**config.mk**
```make
export PLATFORM = sky130hd
export DESIGN_NAME = uart_tx_ctrl
export DESIGN_NICKNAME = d
export VERILOG_FILES = /design/src/rtl/uart_pkg.sv /design/src/rtl/uart_parity_calc.sv /design/src/rtl/uart_tx_ctrl.sv
export SDC_FILE = /design/constraint.sdc
export NUM_CORES = 1
export LEC_CHECK = 0
export ABC_AREA = 1
export ABC_CLOCK_PERIOD_IN_PS = 2000
export CORE_AREA = 3 3 40 42
export CTS_CLUSTER_DIAMETER = 80
export DETAILED_ROUTE_END_ITERATION = 6
export DIE_AREA = 0 0 43 45
export GPL_TIMING_DRIVEN = 0
export PLACE_DENSITY = 0.62
export SLEW_MARGIN = 30
export SYNTH_ARGS = -nofsm -noshare
export SYNTH_HDL_FRONTEND = slang
export SYNTH_SLANG_ARGS = --single-unit
```
**constraint.sdc**
```tcl
create_clock -name clk -period 2 [get_ports clk]
set_clock_uncertainty 0.15 [all_clocks]
set_input_delay 0.3 -clock clk [delete_from_list [all_inputs] [get_ports clk]]
set_output_delay 0.3 -clock clk [all_outputs]
set_load 0.01 [all_outputs]
```
**src/rtl/uart_pkg.sv**
```systemverilog
// Shared types and constants for the UART transmit path.
package uart_pkg;

    localparam int unsigned DEFAULT_DATA_WIDTH = 8;

    localparam logic PAR_EVEN = 1'b0;
    localparam logic PAR_ODD  = 1'b1;

    localparam logic LINE_IDLE = 1'b1;
    localparam logic START_BIT = 1'b0;
    localparam logic STOP_BIT  = 1'b1;

    typedef enum logic [2:0] {
        IDLE,
        START,
        DATA,
        PARITY,
        STOP
    } tx_state_e;

endpackage

```
**src/rtl/uart_parity_calc.sv**
```systemverilog
// Parity bit register; captures even/odd parity of the byte on accept.
module uart_parity_calc
    import uart_pkg::*;
#(
    parameter int unsigned DATA_WIDTH = DEFAULT_DATA_WIDTH
) (
    input  logic                  clk,
    input  logic                  reset,
    input  logic [DATA_WIDTH-1:0] data,
    input  logic                  par_typ,
    input  logic                  load,
    output logic                  par_bit
);

    always_ff @(posedge clk) begin
        if (!reset) begin
            par_bit <= 1'b0;
        end else if (load) begin
            par_bit <= (^data) ^ (par_typ == PAR_ODD);
        end
    end

endmodule

```
**src/rtl/uart_tx_ctrl.sv**
```systemverilog
// UART transmit frame controller: sequences start/data/parity/stop and drives the line.
module uart_tx_ctrl
    import uart_pkg::*;
#(
    parameter int unsigned DATA_WIDTH = DEFAULT_DATA_WIDTH
) (
    input  logic                  clk,
    input  logic                  reset,
    input  logic [DATA_WIDTH-1:0] P_Data,
    input  logic                  Data_Valid,
    input  logic                  PAR_EN,
    input  logic                  PAR_TYP,
    input  logic                  ser_done,
    input  logic                  ser_data,
    output logic                  ser_en,
    output logic                  TX_OUT,
    output logic                  Busy
);

    tx_state_e state_q, state_d;
    logic      par_en_q;
    logic      par_bit;
    logic      accept;
    logic      tx_d;

    uart_parity_calc #(
        .DATA_WIDTH (DATA_WIDTH)
    ) u_parity (
        .clk     (clk),
        .reset   (reset),
        .data    (P_Data),
        .par_typ (PAR_TYP),
        .load    (accept),
        .par_bit (par_bit)
    );

    // Next state, serializer enable and line value for the current state.
    always_comb begin
        state_d = state_q;
        ser_en  = 1'b0;
        accept  = 1'b0;
        tx_d    = LINE_IDLE;
        unique case (state_q)
            IDLE: begin
                tx_d = LINE_IDLE;
                if (Data_Valid) begin
                    accept  = 1'b1;
                    state_d = START;
                end
            end
            START: begin
                tx_d    = START_BIT;
                state_d = DATA;
            end
            DATA: begin
                tx_d   = ser_data;
                ser_en = 1'b1;
                if (ser_done) begin
                    state_d = par_en_q ? PARITY : STOP;
                end
            end
            PARITY: begin
                tx_d    = par_bit;
                state_d = STOP;
            end
            STOP: begin
                tx_d = STOP_BIT;
                // Back-to-back accept skips IDLE so no idle bit separates frames.
                if (Data_Valid) begin
                    accept  = 1'b1;
                    state_d = START;
                end else begin
                    state_d = IDLE;
                end
            end
            default: begin
                state_d = IDLE;
            end
        endcase
    end

    always_ff @(posedge clk) begin
        if (!reset) begin
            state_q  <= IDLE;
            TX_OUT   <= LINE_IDLE;
            par_en_q <= 1'b0;
        end else begin
            state_q <= state_d;
            TX_OUT  <= tx_d;
            if (accept) begin
                par_en_q <= PAR_EN;
            end
        end
    end

    assign Busy = (state_q != IDLE);

endmodule

```
==> results.cfg <==
[layout]
post_route_cells_drive_above_1_share = 0.1828
design_area_um2 = 664.4
antenna_cells = 0
flow.area_growth_from_synthesis_pct = 47.09
finalNetCount = 110

[global_routing]
grt_antenna_before_repair = 0
grt_pass1_vias = 415
grt_util_all_layers = 0.1133
grt_remaining_overflow = 0
wire_length_of_the_first_global_routing_pass_um = 1552
grt_max_degree = 6

[yosys]
synthCells = 73
yosys_register_bits = 6
synthAdderAreaFrac = 0
yosys_warnings = 0
synth-simple-area-share = 0.3878
synth_mux_area_frac = 0
syn-num-nets = 88
synth-async-reset-ratio = 0
seq_area_frac_synth = 0.2659
ys_dominant_reg_cell = sky130_fd_sc_hd__dfxtp_1
yosys.area_share.xor_xnor = 0.01939
yosysUniqueCellTypes = 19
synth_top_family_by_area = simple AND/OR/NAND/NOR gates
synth-compound-area-share = 0.1773
post_synthesis_cell_area_um2 = 451.7
edff_count_synth = 0
synth_area_per_cell_um2 = 6.187

[setup_path]
path_cells = inv_1 > nand2_2 > nor2_2 > inv_2 > clkdlybuf4s50_1
crit_path_largest_cell_delay_ns = 0.53
crit_path_top_delay_cell = sky130_fd_sc_hd__clkdlybuf4s50_1
worst-endpoint-required_ns = 1.55
setup.worst_path.class = register to output pin
path_max_fanout = 3
start_kind = register
timing.critical_path.to_type = output pin
cp_data_arrival_time_ns = 1.45

[sta]
hold_violations = 0
timing.slew.headroom = 0.8670
min_tclk_post_route_ns = 1.904
tightestPinTransition_ns = 0.1993
timing.final.setup_violations = 0
finalCritPeriodShare = 0.9519
timing_max_transition_violations_final = 0
max_freq_ghz = 0.5252
finalSetupTns_ns = 0
grt_setup_unrepaired = no

[floorplanning]
die_width_um = 43
design.portCount = 18
floorplan.die_area_um2 = 1935
core_region_area_um2 = 1285
floorplan.initialDensity = 0.3515
placement_rows = 13
chipHeight_um = 45

[clock_tree]
holdBufCountCts = 0
cts_resized = 0
post-cts-setup-buffers = 0
number_of_clock_buffers_inserted_by_tritoncts = 3
cts.reportedPaths.clkPinSlew_ns = 0.04
clock_sinks = 6
cts_tree = done
clock_tree.buffer_depth = 2
clk_latency_ns = 0.24
htreeDepth = 1
clock_tree.root_cell = sky130_fd_sc_hd__clkbuf_4

[pwr]
power_per_cell_area_nw_per_um2 = 781.5
power.share.sequential = 0.326
clock_power_share = 0.214
p_leak_nw = 0.3312
total_switching_power_uw = 190.3
sw_frac_of_total = 0.3665
vdd_drop_max_mv = 0.3496
internal_power_uw = 328.9
p_comb_frac = 0.460

[drt]
drtAntennaViolNets = 0
firstDrtPassIters = 2
routed_wl_um = 905
post_drt_wl_per_cell_um = 8.380
vias = 467
first_iteration_detailed_routing_drc_count = 2
avgViaCountPerCell = 4.324
residual_drc_count = 0

[place]
postPlaceCellArea_um2 = 640.6
number_of_buffers_added_on_ports = 17
finalWeightedCongestion = 0.8108
post-dp-hpwl_um = 816.7

[worst_hold_path]
hold_path_class = register to register

[outcome]
result_of_the_run = completed

[run]
maxCapViolations = 0
## sequential cells by signal (all words and copies together) (netlist names)
name              count
state_q               3
TX_OUT                1
u_parity.par_bit      1
par_en_q              1
## critical path, delay by kind of cell (launching register included)
family / cells / cell delay [ns]
flip-flops: 1 / 0.36
AND/OR/NAND/NOR: 2 / 0.14
buffers and inverters: 3 / 0.71
## power groups by stage
stage	clock [mW]	sequential (mW)	combinational, mW
finish	0.111	0.169	0.239
global placement	0	0.170	0.240
CTS	0.119	0.168	0.241
detailed placement	0	0.170	0.241
global route	0.130	0.172	0.267
floorplan	0	0.168	0.152
## stage by stage
| step | hold slack [ns] | setup slack, ns | power, mW | std cells | utilization |
|---|---|---|---|---|---|
| after global placement | 0.3546 | 0.3170 | 0.4099 | 105 | 0.4985 |
| after CTS | 0.3750 | 0.04054 | 0.5280 | 108 | 0.5161 |
| after floorplan | 0.2770 | 0.8454 | 0.3203 | 73 | - |
| final | 0.3682 | 0.09614 | 0.5192 | 108 | 0.5170 |
| after global routing | 0.4039 | 0.008832 | 0.5687 | 108 | 0.5170 |
| after detailed placement | 0.3607 | 0.3147 | 0.4112 | 105 | 0.4985 |
## cells by family after synthesis
group           count (synthesis)
flops                           6
xor+xnor                        1
compound gates                 11
simple gates                   37
buf+inv                        18
## synthesized netlist by cell type (2+ instances only)
| cell type | number | area, um^2 |
|---|---|---|
| sky130_fd_sc_hd__a21oi_1 | 4 | 20.02 |
| sky130_fd_sc_hd__dfxtp_1 | 6 | 120.1 |
| sky130_fd_sc_hd__inv_1 | 16 | 60.06 |
| sky130_fd_sc_hd__inv_2 | 2 | 7.510 |
| sky130_fd_sc_hd__nand2_1 | 24 | 90.09 |
| sky130_fd_sc_hd__nand2_2 | 3 | 18.77 |
| sky130_fd_sc_hd__nand3_1 | 4 | 20.02 |
| sky130_fd_sc_hd__nor2_2 | 2 | 12.51 |
| sky130_fd_sc_hd__o21ai_0 | 2 | 10.01 |
## path summary, 6_finish.rpt
check,from,endpoint,slack [ns],cells past startpoint
max,state_q[1],Busy,0.1,5
min reg2reg,u_parity.par_bit,TX_OUT,0.37,2
min,u_parity.par_bit,TX_OUT,0.37,2
max reg2reg,state_q[1],state_q[2],0.77,6
## layout make-up
cell class / count / area (um^2)
Fill cell: 139 / 620.6
Multi-Input combinational cell: 49 / 264.0
Timing Repair Buffer: 17 / 170.2
Sequential cell: 6 / 121.4
Inverter: 18 / 67.56
Clock buffer: 3 / 22.52
Tap cell: 15 / 18.77
## placed cells by master (no fill, tap or decap)
cell | netlist | layout
sky130_fd_sc_hd__clkdlybuf4s50_1 | 0 | 17
sky130_fd_sc_hd__nor2_1 | 1 | 1
sky130_fd_sc_hd__o21ai_1 | 1 | 1
sky130_fd_sc_hd__nor4_2 | 1 | 1
sky130_fd_sc_hd__a211oi_2 | 1 | 1
sky130_fd_sc_hd__nand3_1 | 4 | 4
sky130_fd_sc_hd__clkbuf_4 | 0 | 3
sky130_fd_sc_hd__inv_1 | 16 | 16
sky130_fd_sc_hd__o21ai_0 | 2 | 2
sky130_fd_sc_hd__dfxtp_1 | 6 | 5
sky130_fd_sc_hd__a221oi_2 | 1 | 1
sky130_fd_sc_hd__nor2_4 | 1 | 1
sky130_fd_sc_hd__o21ai_2 | 1 | 1
sky130_fd_sc_hd__nand4_1 | 1 | 1
sky130_fd_sc_hd__xor2_1 | 1 | 1
sky130_fd_sc_hd__inv_2 | 2 | 2
sky130_fd_sc_hd__nand2_1 | 24 | 24
sky130_fd_sc_hd__a21oi_2 | 1 | 1
sky130_fd_sc_hd__nor2_2 | 2 | 2
sky130_fd_sc_hd__nand2_2 | 3 | 3
sky130_fd_sc_hd__dfxtp_2 | 0 | 1
sky130_fd_sc_hd__a21oi_1 | 4 | 4
## routing by layer
| layer | routed length (um) | global-route usage | up-vias | part of all wire |
|---|---|---|---|---|
| li1 | - | - | 267 | - |
| met1 | 409 | 0.1184 | 187 | 0.45 |
| met2 | 424 | 0.1796 | 11 | 0.47 |
| met4 | 6 | 0.07229 | 0 | 0.0066 |
| met5 | 0 | 0 | - | 0 |
| met3 | 65 | 0.05976 | 2 | 0.072 |
No activity file was read; power rests on OpenSTA's default activity.
